<file path="config.mk">
export PLATFORM = sky130hd
export DESIGN_NAME = wb_regfile_scoreboard
export DESIGN_NICKNAME = d
export VERILOG_FILES = /design/src/rtl/wb_regfile_scoreboard_pkg.sv /design/src/rtl/wb_scoreboard.sv /design/src/rtl/wb_regfile_scoreboard.sv
export SDC_FILE = /design/constraint.sdc
export NUM_CORES = 1
export LEC_CHECK = 0
export CAP_MARGIN = 20
export CORE_MARGIN = 8
export CORE_UTILIZATION = 40
export DETAILED_ROUTE_END_ITERATION = 12
export GPL_ROUTABILITY_DRIVEN = 0
export PLACE_DENSITY = 0.68
export SKIP_CTS_REPAIR_TIMING = 1
export SLEW_MARGIN = 20
export SYNTH_ARGS = -nofsm -noshare
export SYNTH_HDL_FRONTEND = slang
export SYNTH_SLANG_ARGS = --single-unit
</file>
<file path="constraint.sdc">
create_clock -name clk -period 16.2 [get_ports clk]
set_input_delay 1.62 -clock clk [delete_from_list [all_inputs] [get_ports clk]]
set_output_delay 1.62 -clock clk [all_outputs]
set_load 0.03 [all_outputs]
</file>
<file path="src/rtl/wb_regfile_scoreboard_pkg.sv">
// Shared constants, request payload and decode helper for the write-back register file and scoreboard.
package wb_regfile_scoreboard_pkg;

  localparam int unsigned REG_NO_WIDTH       = 4;
  localparam int unsigned NUM_REGS           = 16;
  localparam int unsigned DATA_BIT_WIDTH_DEF = 32;
  localparam int unsigned PEND_CNT_WIDTH_DEF = 2;

  typedef logic [REG_NO_WIDTH-1:0] regNo_t;

  // A qualified request against one architectural register (issue or retire).
  typedef struct packed {
    logic   valid;
    regNo_t regNo;
  } regReq_t;

  function automatic logic [NUM_REGS-1:0] regOneHot(input regReq_t req);
    logic [NUM_REGS-1:0] oneHot;
    oneHot = '0;
    if (req.valid) oneHot[req.regNo] = 1'b1;
    return oneHot;
  endfunction

endpackage

</file>
<file path="src/rtl/wb_scoreboard.sv">
// Per-register pending-write counters, RAW/saturation stall and drain indicator.
// Optional same-cycle retire release under WB_BYPASS_EN.
module wb_scoreboard
  import wb_regfile_scoreboard_pkg::*;
#(
  parameter int unsigned PEND_CNT_WIDTH = PEND_CNT_WIDTH_DEF
) (
  input  logic                    clk,
  input  logic                    reset,
  input  logic                    wrReg,
  input  logic [REG_NO_WIDTH-1:0] regWriteNo,
  input  logic [REG_NO_WIDTH-1:0] rdRegNo1,
  input  logic [REG_NO_WIDTH-1:0] rdRegNo2,
  input  logic                    rdUse1,
  input  logic                    rdUse2,
  input  logic                    issueValid,
  input  logic                    issueWrReg,
  input  logic [REG_NO_WIDTH-1:0] issueRegNo,
  output logic                    stall,
  output logic                    pendingAny
);

  localparam logic [PEND_CNT_WIDTH-1:0] CNT_MAX = '1;
  localparam logic [PEND_CNT_WIDTH-1:0] CNT_ONE = PEND_CNT_WIDTH'(1);

  logic [PEND_CNT_WIDTH-1:0] cnt     [NUM_REGS];
  logic [PEND_CNT_WIDTH-1:0] cntNext [NUM_REGS];

  logic          retireHit1;
  logic          retireHit2;
  logic          busy1;
  logic          busy2;
  logic          destFull;
  logic          inc;
  regReq_t       issueReq;
  regReq_t       retireReq;
  logic [NUM_REGS-1:0] incVec;
  logic [NUM_REGS-1:0] decVec;

`ifdef WB_BYPASS_EN
  // The last outstanding write retiring this cycle already satisfies the reader.
  assign retireHit1 = wrReg && (regWriteNo == rdRegNo1) && (cnt[rdRegNo1] == CNT_ONE);
  assign retireHit2 = wrReg && (regWriteNo == rdRegNo2) && (cnt[rdRegNo2] == CNT_ONE);
`else
  assign retireHit1 = 1'b0;
  assign retireHit2 = 1'b0;
`endif

  assign busy1    = rdUse1 && (cnt[rdRegNo1] != '0) && !retireHit1;
  assign busy2    = rdUse2 && (cnt[rdRegNo2] != '0) && !retireHit2;
  assign destFull = issueWrReg && (cnt[issueRegNo] == CNT_MAX);
  assign stall    = issueValid && (busy1 || busy2 || destFull);
  assign inc      = issueValid && !stall && issueWrReg;

  assign issueReq  = '{valid: inc,   regNo: issueRegNo};
  assign retireReq = '{valid: wrReg, regNo: regWriteNo};
  assign incVec    = regOneHot(issueReq);
  assign decVec    = regOneHot(retireReq);

  // Inc and dec on the same register cancel; dec at zero is dropped.
  always_comb begin
    for (int r = 0; r < NUM_REGS; r++) begin
      cntNext[r] = cnt[r];
      if (incVec[r] && !decVec[r]) begin
        cntNext[r] = cnt[r] + CNT_ONE;
      end else if (decVec[r] && !incVec[r] && (cnt[r] != '0)) begin
        cntNext[r] = cnt[r] - CNT_ONE;
      end
    end
  end

  always_ff @(posedge clk or posedge reset) begin
    if (reset) begin
      for (int r = 0; r < NUM_REGS; r++) cnt[r] <= '0;
    end else begin
      for (int r = 0; r < NUM_REGS; r++) cnt[r] <= cntNext[r];
    end
  end

  always_comb begin
    pendingAny = 1'b0;
    for (int r = 0; r < NUM_REGS; r++) begin
      if (cnt[r] != '0) pendingAny = 1'b1;
    end
  end

endmodule

</file>
<file path="src/rtl/wb_regfile_scoreboard.sv">
// Write-back register file (16 x DATA_BIT_WIDTH, two read ports) with pending-write scoreboard.
// Define WB_BYPASS_EN to forward same-cycle write-back data to the read ports.
module wb_regfile_scoreboard
  import wb_regfile_scoreboard_pkg::*;
#(
  parameter int unsigned              DATA_BIT_WIDTH  = DATA_BIT_WIDTH_DEF,
  parameter logic [DATA_BIT_WIDTH-1:0] REG_RESET_VALUE = '0,
  parameter int unsigned              PEND_CNT_WIDTH  = PEND_CNT_WIDTH_DEF
) (
  input  logic                      clk,
  input  logic                      reset,
  input  logic [DATA_BIT_WIDTH-1:0] wrRegData,
  input  logic [REG_NO_WIDTH-1:0]   regWriteNo,
  input  logic                      wrReg,
  input  logic [REG_NO_WIDTH-1:0]   rdRegNo1,
  input  logic [REG_NO_WIDTH-1:0]   rdRegNo2,
  input  logic                      rdUse1,
  input  logic                      rdUse2,
  output logic [DATA_BIT_WIDTH-1:0] rdData1,
  output logic [DATA_BIT_WIDTH-1:0] rdData2,
  input  logic                      issueValid,
  input  logic                      issueWrReg,
  input  logic [REG_NO_WIDTH-1:0]   issueRegNo,
  output logic                      stall,
  output logic                      pendingAny
);

  logic [DATA_BIT_WIDTH-1:0] regs [NUM_REGS];

  // Architectural array; every entry writable, including r0.
  always_ff @(posedge clk or posedge reset) begin
    if (reset) begin
      for (int r = 0; r < NUM_REGS; r++) regs[r] <= REG_RESET_VALUE;
    end else if (wrReg) begin
      regs[regWriteNo] <= wrRegData;
    end
  end

`ifdef WB_BYPASS_EN
  assign rdData1 = (wrReg && (regWriteNo == rdRegNo1)) ? wrRegData : regs[rdRegNo1];
  assign rdData2 = (wrReg && (regWriteNo == rdRegNo2)) ? wrRegData : regs[rdRegNo2];
`else
  assign rdData1 = regs[rdRegNo1];
  assign rdData2 = regs[rdRegNo2];
`endif

  wb_scoreboard #(
    .PEND_CNT_WIDTH(PEND_CNT_WIDTH)
  ) uScoreboard (
    .clk       (clk),
    .reset     (reset),
    .wrReg     (wrReg),
    .regWriteNo(regWriteNo),
    .rdRegNo1  (rdRegNo1),
    .rdRegNo2  (rdRegNo2),
    .rdUse1    (rdUse1),
    .rdUse2    (rdUse2),
    .issueValid(issueValid),
    .issueWrReg(issueWrReg),
    .issueRegNo(issueRegNo),
    .stall     (stall),
    .pendingAny(pendingAny)
  );

endmodule

</file>
==> out/qor.csv <==
stage,metric,value,unit
synthesis,Syn. warnings,0,
synthesis,Post-Syn Nets,2268,
grt,first-pass GRT wire length,133.2,mm
route,first drt pass iteration count,7,
placed_design,IO Port Bufs,120,
route,antenna-violating nets left,0,
worst_setup_path,Worst Path Max Fanout,35,
job,maxcap violations,0,
synthesis,syn_area_per_cell,13.32,um2
timing,Tcrit/Tclk final,43.71,%
floorplanning,Die Ht,287.4,um
synthesis,register area share after synthesis,46.19,%
worst_setup_path,most numerous cell on the critical path,clkdlybuf4s50_1,
floorplanning,Initial Utilization,40.40,%
synthesis,top cells by instance count after synthesis,"dfrtp_1, nand2_1, mux2_2, mux4_2, clkbuf_1",
worst_setup_path,CP arrival,5460,ps
route,Post-route DRC,0,
placed_design,Placed Cells,3134,
worst_setup_path,CP cell instances,"clkdlybuf4s50_1, inv_2, buf_4, mux4_2, nor2b_1, nor4b_2, o211ai_4, and2_1, clkdlybuf4s50_1",
clocking,Worst-Skew Late Latency,620,ps
hold_path,hold path endpoint,regs[450],
pwr,VDD IR max,0.08128,mV
layout,"Core Util, Final",45.76,%
floorplanning,Cell Rows,99,
timing,pins over their slew limit,0,
synthesis,cell taking the most area after synthesis,dfrtp_1,
clocking,CTS tree,yes,
floorplanning,Core Box Area,72960,um2
worst_setup_path,FF-to-FF End,uScoreboard.cnt[11],
route,via/cell ratio,6.240,
outcome,status,finished clean,
synthesis,post-synth cell types,61,
layout,FF/Latch Area,13610,um2
clocking,H-tree levels,2,
floorplanning,DIE AREA,82620,um2
timing,final hold violation count,0,
synthesis,Synth Flop Type,dfrtp_1,
clocking,root buffer cell,clkbuf_16,
timing,Max Fclk,141.2,MHz
layout,Finished Layout Cells,3242,
placed_design,DPL Wire Length,48.26,mm
floorplanning,I/O pins,121,
route,1st-iter DRT viols,2191,
route,Routed WL per cell,26.64,um
worst_setup_path,FF-to-FF Start,uScoreboard.cnt[2],
synthesis,number of enable flip-flop cells after synthesis,0,
synthesis,Area contributors post-synth,"dfrtp_1, mux4_2, mux2_2",
grt,largest net degree at the start of global routing,178,
layout,number of fill cells,6204,
grt,Total GRT Usage,20.95,%
hold_path,Worst Hold Launch,regs[450],
worst_setup_path,Worst path slowest cell,buf_4,
pwr,Pleak,13.96,nW
route,via count,20230,
timing,crit path time final,7081,ps
layout,Post-layout nets,2289,
synthesis,Yosys reg bits,544,
worst_setup_path,FF-to-FF setup slack,13180,ps
timing,skew final,10.25,ps
timing,Setup TNS,0,ps
clocking,Clock transition at path regs,60,ps
worst_setup_path,CP Capture Type,output pin,
synthesis,post-synth top area share,46.19,%
synthesis,synthesized area,29470,um2
hold_path,Worst Hold Class,flop to flop,
timing,Fin Hold WS,501.1,ps
synthesis,top-count cell post-synth,dfrtp_1,
timing,slew margin rel.,19.14,%
timing,RSZ-0062 raised after global routing,no,
pwr,Total Power,4.373,mW
clocking,CTS Buf Count,56,
layout,share of layout cells above drive strength 1,36.89,%
grt,GRT Residual Overflow,0,
synthesis,Cells after Synth,2213,
worst_setup_path,CP required,14580,ps
clocking,total clock sinks,544,
worst_setup_path,CP Class,input port to output pin,
synthesis,Post-synth ARST share,100.0,%
layout,area grow syn2layout,13.27,%
hold_path,Worst Hold Depth,2,
timing,# setup viols final,0,
pwr,Cell Pwr Density,131.0,nW/um2
timing,Worst-Margin Slew,1210,ps
grt,initial antenna violation count,7,
floorplanning,Die Span X,287.4,um
worst_setup_path,worst stage delay on the critical path,780,ps
route,WL final,86.36,mm
worst_setup_path,cells on worst reg2reg path,7,
clocking,clk buf depth,3,
layout,multi-input logic area,15120,um2
grt,number of global-route vias before repair,21320,
worst_setup_path,nature of the critical path startpoint,input port,
[worst max path at each step]
stage,slack (ps),start,end
global route,8930,rdRegNo2[3],stall
detailed placement,9130,rdRegNo2[3],stall
global placement,9140,rdRegNo2[3],stall
finish,9120,rdRegNo2[3],stall
CTS,9120,rdRegNo2[3],stall
floorplan,7180,reset,regs[0]
[final cells by class]
class,count,share of cell area [%]
clock buffer,82,4.850
antenna,6,0.04498
inverter,21,0.2474
tap,959,3.594
clock inverter,19,0.6896
multi-input combinational,1454,45.29
sequential,544,40.78
timing repair buffer,157,4.505
[layout by cell type, fill, tap and decap left out, types with 5 or more instances in the layout]
master / count
clkbuf_8: 14
and3_1: 5
nand3_1: 9
nand2_1: 514
dfrtp_1: 544
inv_1: 17
mux4_2: 328
mux2_2: 352
clkbuf_1: 14
and2_1: 14
nand2b_1: 10
o2111ai_1: 8
nand4_1: 8
nor2b_1: 7
clkbuf_16: 56
clkdlybuf4s50_1: 114
clkinv_2: 10
diode_2: 6
nor2_1: 36
nor3_1: 20
nor2_4: 12
nor4_1: 7
a21oi_1: 7
buf_4: 35
a211o_1: 10
o21ai_0: 16
o211ai_1: 11
[registers in the layout (all words and copies together) (netlist names)]
name	count
regs	512
uScoreboard.cnt	32
[where the power goes]
| group | internal (mW) | switching (mW) | total, mW | leakage (nW) |
|---|---|---|---|---|
| Clock | 0.756 | 0.552 | 1.31 | 0.910 |
| Combinational | 0.647 | 0.498 | 1.15 | 6.32 |
| Sequential | 1.67 | 0.254 | 1.92 | 6.73 |
| Total | 3.07 | 1.30 | 4.37 | 14.0 |
[kinds of logic after synthesis]
group | synth area share, %
muxes | 38.85
and+or+nand+nor | 9.344
DFF | 46.19
buffers and inverters | 2.895
AOI/OAI and AO/OA | 2.666
xor gates and xnor gates | 0.05944
[critical path: cells and delay by family]
kind | cells | cell delay [ps]
buffers and inverters | 4 | 2020
AOI/OAI and AO/OA | 1 | 720
muxes | 1 | 600
and+or+nand+nor | 3 | 480
[per-stage QoR]
stage,setup slack [ps],cell area [um2]
floorplan,7180,29480
global placement,9136,31500
detailed placement,9131,31500
CTS,9125,33350
global route,8931,33380
finish,9119,33380
[per-layer routing]
| layer | up-vias | share of wire (%) | track usage (%) | routed length [um] |
|---|---|---|---|---|
| met1 | 10790 | 40 | 28.41 | 34800 |
| met4 | 4 | 3.9 | 8.728 | 3357 |
| met5 | - | 0.031 | 0 | 27 |
| li1 | 8252 | - | - | - |
| met3 | 221 | 8.6 | 4.813 | 7452 |
| met2 | 963 | 47 | 32.37 | 40730 |
Power figures use the tool's default switching activity.
==> edit, RTL diff (config.mk and constraints unchanged) <==
Change the parameter `REG_RESET_VALUE` from '0 to 1.
--- a/src/rtl/wb_regfile_scoreboard.sv
+++ b/src/rtl/wb_regfile_scoreboard.sv
@@ -4,7 +4,7 @@
   import wb_regfile_scoreboard_pkg::*;
 #(
   parameter int unsigned              DATA_BIT_WIDTH  = DATA_BIT_WIDTH_DEF,
-  parameter logic [DATA_BIT_WIDTH-1:0] REG_RESET_VALUE = '0,
+  parameter logic [DATA_BIT_WIDTH-1:0] REG_RESET_VALUE = 1,
   parameter int unsigned              PEND_CNT_WIDTH  = PEND_CNT_WIDTH_DEF
 ) (
   input  logic                      clk,
Check against the original RTL: not equivalent (a bounded check fails within 4 cycles, from zero or initial values and one cycle with reset high).
==> edit against the original RTL <==
Non-clock buffer count is the same. Synthesized area is essentially flat. Die area is essentially flat. Synthesized cell count is the same. Power grew 5.3%. Sequential cell count is the same. Core utilization grew 0.54 points. Cell area grew 1.2%. Hold slack lost 0.029 ns. Clock power grew 17%. Routed wire length shrank 1.5%. Setup slack lost 0.10 ns. Critical path type unchanged. Largest cell class unchanged. Largest power group unchanged. Highest routed layer unchanged.
==> edit: results <==
[drt]
wl_per_cell_um = 26.2
routed-wl-met3_mm = 6.96
dr.pass1.iters = 5
dr_wl_met2_mm = 40.7
wl_met1_mm = 34.7
routed_wl_mm = 85.1
drtIter0Drc = 2274
route.vias.total = 19965

[placement]
hpwl_mm = 47.7

[layout]
fillers = 6266

[global_route]
gr-usage-met3 = 0.0415
grt_pass1_wl_mm = 130
antenna_found_initial = 3
grtUsageMet1 = 0.280
grtUsageMet2 = 0.321
grt_max_degree = 193

[clock_tree]
clk-insertion-delay-late_ns = 0.62
cts_buffers = 58

[power_and_ir_drop]
p_sw_frac = 0.289
p_leak_nw = 14.1

[setup_path]
path_max_fanout = 50
rrSetupSlack_ns = 13.17
arrival_ns = 5.56

[timing]
fmax_ghz = 0.139
finClkSkew_ns = 0.00684
worst_pin_slew_ns = 0.985

[logic_synthesis]
synthMuxAreaShare = 0.388
yosys-top-cells-count = "dfrtp_1 (528), nand2_1 (517), mux2_2 (352)"
synth-xor-area-share = 0.000594
synth_compound_gate_area_share = 0.0266
syn_avg_cell_area_um2 = 13.3
synth.area.top_cells = "dfrtp_1 (45%), mux4_2 (25%), mux2_2 (13%), nand2_1 (6.6%), clkbuf_1 (1.8%)"
ys_seq_area_frac = 0.462
ys_types = 62

[status]
run_status = "finished clean"
edit: final timing paths:
path / from / to / depth (start not counted)
worst max-delay path: rdRegNo2[0] / rdData2[31] / 6
min in group asynchronous: reset / regs[328] / 2
worst min register to register: regs[416] / regs[416] / 2
max in group asynchronous: reset / uScoreboard.cnt[29] / 5
worst max register to register: uScoreboard.cnt[2] / uScoreboard.cnt[11] / 7
worst min-delay path: regs[416] / regs[416] / 2
edit: area by class of cell:
| cell class | instances | area share |
|---|---|---|
| sequential | 544 | 0.404 |
| inverter | 21 | 0.00244 |
| timing repair buffer | 157 | 0.0452 |
| antenna | 2 | 0.000148 |
| multi-input combinational | 1454 | 0.448 |
| clock buffer | 74 | 0.0483 |
| tap | 959 | 0.0355 |
| clock inverter | 34 | 0.0171 |
edit: cell families after synthesis:
family                    count (synthesis)
and+or+nand+nor                         667
xor gates and xnor gates                  2
DFF                                     544
AOI/OAI and AO/OA                       100
buffers and inverters                   215
muxes                                   685
edit: power by group through the flow:
stage | clock network [mW] | logic (mW) | registers, mW
final | 1.53 | 1.14 | 1.93
after global routing | 1.60 | 1.22 | 1.97
after CTS | 1.55 | 1.15 | 1.92
after detailed placement | 0 | 1.15 | 1.94
after global placement | 0 | 1.11 | 1.91
after floorplan | 0 | 0.874 | 1.85
edit: stage by stage:
| stage | instance area (um^2) | hold slack [ns] |
|---|---|---|
| 3_3_place_gp | 31500 | 0.450 |
| 3_5_place_dp | 31500 | 0.459 |
| 2_1_floorplan | 29500 | 0.443 |
| 6_report | 33800 | 0.472 |
| 5_1_grt | 33800 | 0.490 |
| 4_1_cts | 33700 | 0.469 |
edit: critical path, stage by stage:
cell	delay, ns
clkbuf_8	0.44
buf_4	0.78
buf_4	0.86
mux4_2	0.60
mux4_2	0.56
clkdlybuf4s50_1	0.63
